## config.mk

```make
export PLATFORM = sky130hd
export DESIGN_NAME = loop_bank_sequencer
export DESIGN_NICKNAME = d
export VERILOG_FILES = /design/src/rtl/loop_bank_sequencer.sv
export SDC_FILE = /design/constraint.sdc
export NUM_CORES = 1
export LEC_CHECK = 0
export ABC_AREA = 1
export CORE_AREA = 5 5 223 225
export CTS_BUF_LIST = sky130_fd_sc_hd__clkbuf_8
export CTS_CLUSTER_SIZE = 24
export DETAILED_ROUTE_END_ITERATION = 10
export DIE_AREA = 0 0 228 230
export PLACE_DENSITY = 0.54
export SKIP_CTS_REPAIR_TIMING = 1
export SLEW_MARGIN = 10
export SYNTH_ARGS = -nofsm -noshare
export SYNTH_HDL_FRONTEND = slang
export SYNTH_SLANG_ARGS = --single-unit
```

## constraint.sdc

```tcl
create_clock -name clk -period 7.2 [get_ports clk]
set_input_delay 1.44 -clock clk [delete_from_list [all_inputs] [get_ports clk]]
set_output_delay 1.44 -clock clk [all_outputs]
set_load 0.05 [all_outputs]
```

## src/rtl/loop_bank_sequencer.sv

```systemverilog
`default_nettype none
// ============================================================================
// Module   : loop_bank_sequencer
// Purpose  : Multi-bank looper sequencer. Owns the per-bank record/play
//            state, the master loop length and loop position, and serialises
//            one memory access per active bank for every audio frame.
// Ports    : clk, rst (async, active-high)
//            btn_press / clear / bank_sel : bank control pulses
//            frame_tick                   : start of a sample frame
//            mem_req/mem_we/mem_addr/mem_ack : memory request handshake
//            recording/playing/active     : per-bank status vectors
//            loop_len                     : master loop length (0 = undefined)
//            frame_done                   : frame serviced pulse
//            overrun                      : sticky dropped-frame flag
// Options  : LOOP_OVERDUB_EN adds the OVERDUB bank state
//            (read then write of the same address each frame).
// Revision : 1.0 - initial release
// ============================================================================
module loop_bank_sequencer #(
    parameter int BANK_W = 4,
    parameter int ADDR_W = 22
) (
    input  logic                     clk,
    input  logic                     rst,
    input  logic                     btn_press,
    input  logic                     clear,
    input  logic [BANK_W-1:0]        bank_sel,
    input  logic                     frame_tick,
    output logic                     mem_req,
    output logic                     mem_we,
    output logic [BANK_W+ADDR_W-1:0] mem_addr,
    input  logic                     mem_ack,
    output logic [(2**BANK_W)-1:0]   recording,
    output logic [(2**BANK_W)-1:0]   playing,
    output logic [(2**BANK_W)-1:0]   active,
    output logic [ADDR_W:0]          loop_len,
    output logic                     frame_done,
    output logic                     overrun
);

    localparam int NB = 2**BANK_W;

    localparam logic [BANK_W-1:0] c_last_bank = {BANK_W{1'b1}};
    localparam logic [ADDR_W-1:0] c_pos_max   = {ADDR_W{1'b1}};
    localparam logic [ADDR_W:0]   c_len_full  = {1'b1, {ADDR_W{1'b0}}};

    // Per-bank states
    localparam logic [2:0] c_bk_empty   = 3'd0;
    localparam logic [2:0] c_bk_record  = 3'd1;
    localparam logic [2:0] c_bk_play    = 3'd2;
    localparam logic [2:0] c_bk_mute    = 3'd3;
`ifdef LOOP_OVERDUB_EN
    localparam logic [2:0] c_bk_overdub = 3'd4;
`endif

    // Scheduler states
    localparam logic [1:0] c_sch_idle = 2'd0;
    localparam logic [1:0] c_sch_scan = 2'd1;
    localparam logic [1:0] c_sch_req  = 2'd2;

    logic [2:0]              r_bank [NB];
    logic [2:0]              w_bank_nx [NB];
    logic [ADDR_W-1:0]       r_pos;
    logic [ADDR_W-1:0]       w_pos_nx;
    logic [ADDR_W:0]         r_len;
    logic [ADDR_W:0]         w_len_nx;
    logic                    r_wrote;
    logic                    w_wrote_nx;

    logic [1:0]              r_sch;
    logic [BANK_W-1:0]       r_idx;
    logic [ADDR_W-1:0]       r_off;
    logic                    r_req;
    logic                    r_we;
    logic [BANK_W+ADDR_W-1:0] r_addr;
    logic                    r_done;
    logic                    r_ovr;
`ifdef LOOP_OVERDUB_EN
    logic                    r_od_pend;   // overdub read done, write still owed
`endif

    logic [2:0]              w_cur;
    logic                    w_svc;
    logic                    w_last_acc;
    logic                    w_frame_end;
    logic                    w_wrote_now;
    logic                    w_any_rec;
    logic                    w_any_left;

    // ------------------------------------------------------------------
    // Scheduler decode
    // ------------------------------------------------------------------
    assign w_cur = r_bank[r_idx];

`ifdef LOOP_OVERDUB_EN
    assign w_svc      = (w_cur == c_bk_record) || (w_cur == c_bk_play) ||
                        (w_cur == c_bk_overdub);
    assign w_last_acc = !r_od_pend;
`else
    assign w_svc      = (w_cur == c_bk_record) || (w_cur == c_bk_play);
    assign w_last_acc = 1'b1;
`endif

    // The cycle on which the last bank of the frame is finished.
    assign w_frame_end = (r_idx == c_last_bank) &&
                         (((r_sch == c_sch_scan) && !w_svc) ||
                          ((r_sch == c_sch_req) && mem_ack && w_last_acc));

    assign w_wrote_now = (r_sch == c_sch_req) && mem_ack && r_we &&
                         (w_cur == c_bk_record);

    always_comb begin
        w_any_rec = 1'b0;
        for (int i = 0; i < NB; i++) begin
            if (r_bank[i] == c_bk_record) begin
                w_any_rec = 1'b1;
            end
        end
    end

    // ------------------------------------------------------------------
    // Bank / position next state. Frame-end effects are applied first and
    // the button/clear action is layered on top, so a user action in the
    // same cycle wins.
    // ------------------------------------------------------------------
    always_comb begin
        w_bank_nx  = r_bank;
        w_pos_nx   = r_pos;
        w_len_nx   = r_len;
        w_wrote_nx = r_wrote | w_wrote_now;
        w_any_left = 1'b0;

        if (w_frame_end) begin
            if (r_len == '0) begin
                // Undefined length: pos only runs while the first loop records.
                if (w_any_rec) begin
                    if (r_pos == c_pos_max) begin
                        w_len_nx   = c_len_full;
                        w_pos_nx   = '0;
                        w_wrote_nx = 1'b0;
                        for (int i = 0; i < NB; i++) begin
                            if (r_bank[i] == c_bk_record) begin
                                w_bank_nx[i] = c_bk_play;
                            end
                        end
                    end else begin
                        w_pos_nx = r_pos + 1'b1;
                    end
                end
            end else if ({1'b0, r_pos} == (r_len - 1'b1)) begin
                w_pos_nx = '0;
                // Wrap after a written frame closes an overlay recording.
                if (w_wrote_nx) begin
                    w_wrote_nx = 1'b0;
                    for (int i = 0; i < NB; i++) begin
                        if (r_bank[i] == c_bk_record) begin
                            w_bank_nx[i] = c_bk_play;
                        end
                    end
                end
            end else begin
                w_pos_nx = r_pos + 1'b1;
            end
        end

        if (clear) begin
            if ((r_bank[bank_sel] == c_bk_record) && (r_len == '0)) begin
                w_pos_nx = '0;
            end
            w_bank_nx[bank_sel] = c_bk_empty;
            for (int i = 0; i < NB; i++) begin
                if (w_bank_nx[i] != c_bk_empty) begin
                    w_any_left = 1'b1;
                end
            end
            if (!w_any_left) begin
                w_len_nx = '0;
                w_pos_nx = '0;
            end
        end else if (btn_press) begin
            case (w_bank_nx[bank_sel])
                c_bk_empty: begin
                    // Only one recorder: any current one is pushed to PLAY,
                    // which also closes a first recording.
                    for (int i = 0; i < NB; i++) begin
                        if (w_bank_nx[i] == c_bk_record) begin
                            w_bank_nx[i] = c_bk_play;
                            if (w_len_nx == '0) begin
                                w_len_nx = {1'b0, w_pos_nx};
                                w_pos_nx = '0;
                            end
                        end
                    end
                    if (w_len_nx == '0) begin
                        w_pos_nx = '0;
                    end
                    w_bank_nx[bank_sel] = c_bk_record;
                    w_wrote_nx          = 1'b0;
                end
                c_bk_record: begin
                    w_bank_nx[bank_sel] = c_bk_play;
                    w_wrote_nx          = 1'b0;
                    if (w_len_nx == '0) begin
                        w_len_nx = {1'b0, w_pos_nx};
                        w_pos_nx = '0;
                    end
                end
`ifdef LOOP_OVERDUB_EN
                c_bk_play:    w_bank_nx[bank_sel] = c_bk_overdub;
                c_bk_overdub: w_bank_nx[bank_sel] = c_bk_mute;
`else
                c_bk_play:    w_bank_nx[bank_sel] = c_bk_mute;
`endif
                c_bk_mute:    w_bank_nx[bank_sel] = c_bk_play;
                default:      w_bank_nx[bank_sel] = c_bk_empty;
            endcase
        end
    end

    always_ff @(posedge clk or posedge rst) begin
        if (rst) begin
            for (int i = 0; i < NB; i++) begin
                r_bank[i] <= c_bk_empty;
            end
            r_pos   <= '0;
            r_len   <= '0;
            r_wrote <= 1'b0;
        end else begin
            r_bank  <= w_bank_nx;
            r_pos   <= w_pos_nx;
            r_len   <= w_len_nx;
            r_wrote <= w_wrote_nx;
        end
    end

    // ------------------------------------------------------------------
    // Memory request scheduler
    // ------------------------------------------------------------------
    always_ff @(posedge clk or posedge rst) begin
        if (rst) begin
            r_sch     <= c_sch_idle;
            r_idx     <= '0;
            r_off     <= '0;
            r_req     <= 1'b0;
            r_we      <= 1'b0;
            r_addr    <= '0;
            r_done    <= 1'b0;
            r_ovr     <= 1'b0;
`ifdef LOOP_OVERDUB_EN
            r_od_pend <= 1'b0;
`endif
        end else begin
            r_done <= 1'b0;
            if (frame_tick && (r_sch != c_sch_idle)) begin
                r_ovr <= 1'b1;
            end
            case (r_sch)
                c_sch_idle: begin
                    if (frame_tick) begin
                        r_off <= r_pos;
                        r_idx <= '0;
                        r_sch <= c_sch_scan;
                    end
                end
                c_sch_scan: begin
                    if (w_svc) begin
                        r_req  <= 1'b1;
                        r_we   <= (w_cur == c_bk_record);
                        r_addr <= {r_idx, r_off};
                        r_sch  <= c_sch_req;
`ifdef LOOP_OVERDUB_EN
                        r_od_pend <= (w_cur == c_bk_overdub);
`endif
                    end else if (r_idx == c_last_bank) begin
                        r_done <= 1'b1;
                        r_sch  <= c_sch_idle;
                    end else begin
                        r_idx <= r_idx + 1'b1;
                    end
                end
                c_sch_req: begin
                    if (mem_ack) begin
`ifdef LOOP_OVERDUB_EN
                        if (r_od_pend) begin
                            // Second half of an overdub: same address, write.
                            r_we      <= 1'b1;
                            r_od_pend <= 1'b0;
                        end else begin
`else
                        begin
`endif
                            r_req <= 1'b0;
                            if (r_idx == c_last_bank) begin
                                r_done <= 1'b1;
                                r_sch  <= c_sch_idle;
                            end else begin
                                r_idx <= r_idx + 1'b1;
                                r_sch <= c_sch_scan;
                            end
                        end
                    end
                end
                default: r_sch <= c_sch_idle;
            endcase
        end
    end

    // ------------------------------------------------------------------
    // Outputs
    // ------------------------------------------------------------------
    generate
        for (genvar gi = 0; gi < NB; gi++) begin : g_status
`ifdef LOOP_OVERDUB_EN
            assign recording[gi] = (r_bank[gi] == c_bk_record) ||
                                   (r_bank[gi] == c_bk_overdub);
            assign playing[gi]   = (r_bank[gi] == c_bk_play) ||
                                   (r_bank[gi] == c_bk_overdub);
`else
            assign recording[gi] = (r_bank[gi] == c_bk_record);
            assign playing[gi]   = (r_bank[gi] == c_bk_play);
`endif
            assign active[gi]    = (r_bank[gi] != c_bk_empty);
        end
    endgenerate

    assign mem_req    = r_req;
    assign mem_we     = r_we;
    assign mem_addr   = r_addr;
    assign loop_len   = r_len;
    assign frame_done = r_done;
    assign overrun    = r_ovr;

endmodule
`default_nettype wire

```

==> flow_summary.json <==
{
  "status": "finished, final reports clean",
  "hold_class": "flop to flop",
  "synth_cell_types": 57,
  "crit_path_end_kind": "flop",
  "async_reset_ff_share_pct": 100,
  "drv_cap": 0,
  "critPathKind": "flop to flop",
  "vias": 20255,
  "placementRows": 80,
  "avgSynthCellArea_um2": 5.51,
  "cp_slowest_cell": "dfrtp_1",
  "worst_slew_pin_slew_ns": 1.03,
  "syn_nets": 3158,
  "rrSetupSlack_ns": 0.99,
  "grt_usage_pct": 26.7,
  "slew_viol_final": 0,
  "grt_pass1_vias": 18688,
  "min-delay-start": "mem_addr[16]",
  "p_per_area_nw_per_um2": 345,
  "dp.cells": 3738,
  "fin_crit_ns": 6.21,
  "r2r-end": "loop_len[18]",
  "drt_wl_total_mm": 71.9,
  "ys_dominant_reg_cell": "dfrtp_1",
  "final_cells": 3770,
  "ant_nets": 0,
  "cp-start-kind": "flop",
  "grt_pass1_wl_mm": 112,
  "yosys_warnings": 0,
  "core_area_um2": 47300,
  "syn_inst": 3141,
  "setup_ws_ns": 0.993,
  "arrival_ns": 6.70,
  "clock_sinks": 152,
  "finalHoldViolations": 0,
  "avgViaCountPerCell": 5.37,
  "grt_setup_unrepaired": "false",
  "setup_viol": 0,
  "drive_gt1_share_pct": 5.83,
  "power_mw": 6.54,
  "pre_cts_slack_ns": 0.689,
  "portBuffers": 110,
  "netlist_area_um2": 17300,
  "boundaryPins": 111,
  "die_width_um": 228,
  "worst_path_largest_cell_delay_ns": 0.84,
  "cts_made_buffers": 17,
  "clock_skew_ns": 0.0308,
  "htreeDepth": 4,
  "ir_worst_vdd_mv": 0.161,
  "cp_common_cell": "nand2_1",
  "grt_overflow_total": 0,
  "place_hpwl_mm": 52.6,
  "path_clk_slew_ns": 0.10,
  "fmax_mhz": 161,
  "ys_ff_latch": 152,
  "start_util_pct": 36.6,
  "rr_startpoint": "r_idx[1]",
  "dr.pass1.iters": 6,
  "cts_root_buffer": "clkbuf_8",
  "p_leak_nw": 9.99,
  "antenna_found_initial": 0,
  "die_h_um": 230,
  "cts_tree": "yes",
  "wl_per_cell_um": 19.1,
  "design.die.area_um2": 52400,
  "grt_start_max_net_pins": 84,
  "drc_errors": 0,
  "worstSkewPairLatency_ns": 0.57,
  "synth-edff-count": 0,
  "gp_congestion": 0.967,
  "cp.required_ns": 7.69,
  "worstHoldEndpoint": "mem_addr[16]",
  "hold-path-cell-count": 2,
  "area.growth.synth_to_final_pct": 9.46,
  "tns_ns": 0,
  "drt_first_iter_violations": 2074,
  "nets": 3159,
  "finalCritPeriodShare_pct": 86.2,
  "synth_seq_area_share_pct": 22.0,
  "relSlewSlack_pct": 31.3,
  "r2r_cells": 51,
  "path_max_fanout": 26,
  "clk_path_buf_depth": 2
}
-- metrics by stage --
step | hold WS, ns | util, % | cell area [um2]
2_1_floorplan | 0.442 | - | 17300
5_1_grt | 0.489 | 40.0 | 19000
3_5_place_dp | 0.452 | 39.3 | 18600
3_3_place_gp | 0.444 | 39.3 | 18600
6_report | 0.472 | 40.0 | 19000
4_1_cts | 0.478 | 40.0 | 19000
-- kinds of logic (layout without fill, tap and decap cells) --
family                     Yosys count  in the layout  synth area share, %
other                                0              1                    0
DFF                                152            152                 22.0
buffers and inverters              495            508                 12.8
AOI/OAI and AO/OA                  463            463                 16.6
adders and majority gates            7              7                0.506
and+or+nand+nor                   1996           1996                 46.7
xor gates and xnor gates            28             28                 1.42
-- critical path, delay by kind of cell, from the launching register on --
| family | cells | cell delay (ns) |
|---|---|---|
| and+or+nand+nor | 46 | 4.01 |
| buffers and inverters | 4 | 1.03 |
| DFF | 1 | 0.84 |
| AOI/OAI and AO/OA | 1 | 0.23 |
-- cell usage in the layout, fill, tap and decap left out, drive strengths merged, types with 2 or more instances in the layout --
master         count
a2111o             6
a2111oi            3
a211oi             5
a21oi             96
a221oi             7
a22o               7
a22oi              5
a31oi              2
buf               48
clkbuf            17
clkdlybuf4s50    109
clkinv             7
clkinvlp           3
dfrtp            152
ha                 7
inv              324
nand2           1557
nand3            130
nand3b             5
nand4             19
nor2             206
nor3              62
nor4              15
o2111ai           22
o211ai            21
o21ai            202
o221ai            25
o22ai             35
o31ai             22
xnor2              7
xor2              21
-- sequential cells by signal, indices dropped and copies added, names as in the netlist --
register / cells
frame_done: 1
loop_len: 23
mem_addr: 26
mem_req: 1
mem_we: 1
overrun: 1
r_bank: 48
r_idx: 4
r_off: 22
r_pos: 22
r_sch: 2
r_wrote: 1
-- how the worst max path moves through the flow --
stage / endpoint / cells past startpoint / slack [ns] / startpoint
floorplan: frame_done / 1 / 1.67 / rst
global placement: r_pos[18] / 17 / 0.71 / bank_sel[0]
detailed placement: r_pos[21] / 17 / 0.69 / bank_sel[0]
CTS: loop_len[18] / 51 / 1.13 / r_idx[1]
global route: loop_len[18] / 51 / 0.21 / r_idx[1]
finish: loop_len[18] / 51 / 0.99 / r_idx[1]
-- where the power goes --
part | internal [mW] | switching (mW) | total, mW
clock network | 0.251 | 0.422 | 0.673
registers | 0.994 | 0.278 | 1.27
logic | 1.30 | 3.29 | 4.60
-- synth_stat cells, types with 4 or more instances --
cell | number | area (um2)
a2111o_1 | 6 | 67.6
a211oi_1 | 5 | 37.5
a21oi_1 | 92 | 460
a221oi_1 | 7 | 61.3
a22o_1 | 7 | 61.3
a22oi_1 | 5 | 37.5
buf_2 | 50 | 250
buf_4 | 29 | 218
buf_6 | 13 | 146
clkbuf_1 | 66 | 248
clkinv_1 | 4 | 15.0
dfrtp_1 | 152 | 3800
dlygate4sd1_1 | 13 | 114
ha_1 | 7 | 87.6
inv_1 | 293 | 1100
inv_2 | 22 | 82.6
nand2_1 | 1546 | 5800
nand2_2 | 8 | 50.1
nand3_1 | 126 | 631
nand3b_1 | 5 | 37.5
nand4_1 | 18 | 113
nor2_1 | 190 | 713
nor2_2 | 11 | 68.8
nor2_4 | 5 | 56.3
nor3_1 | 44 | 220
nor3_2 | 17 | 170
nor4_1 | 15 | 93.8
o2111ai_1 | 22 | 193
o211ai_1 | 21 | 158
o21ai_0 | 136 | 681
o21ai_1 | 50 | 250
o21ai_2 | 16 | 140
o221ai_1 | 25 | 219
o22ai_1 | 35 | 219
o31ai_1 | 22 | 165
xnor2_1 | 7 | 61.3
xor2_1 | 21 | 184
-- cell type report --
| cell class | instances | area [um2] |
|---|---|---|
| Clock inverter | 14 | 133 |
| Sequential cell | 152 | 3800 |
| Antenna cell | 1 | 2.50 |
| Fill cell | 5336 | 28400 |
| Clock buffer | 17 | 234 |
| Timing Repair Buffer | 157 | 1460 |
| Multi-Input combinational cell | 2494 | 11300 |
| Tap cell | 615 | 769 |
| Inverter | 320 | 1210 |
-- routing by layer --
| metal | GRT usage [%] | routed length (um) | part of all wire (%) |
|---|---|---|---|
| met5 | 0 | 0 | 0 |
| met4 | 8.53 | 1890 | 2.6 |
| met3 | 4.10 | 5040 | 7.0 |
| met2 | 42.4 | 32200 | 45 |
| met1 | 37.3 | 32800 | 46 |
Power figures use the tool's default switching activity.
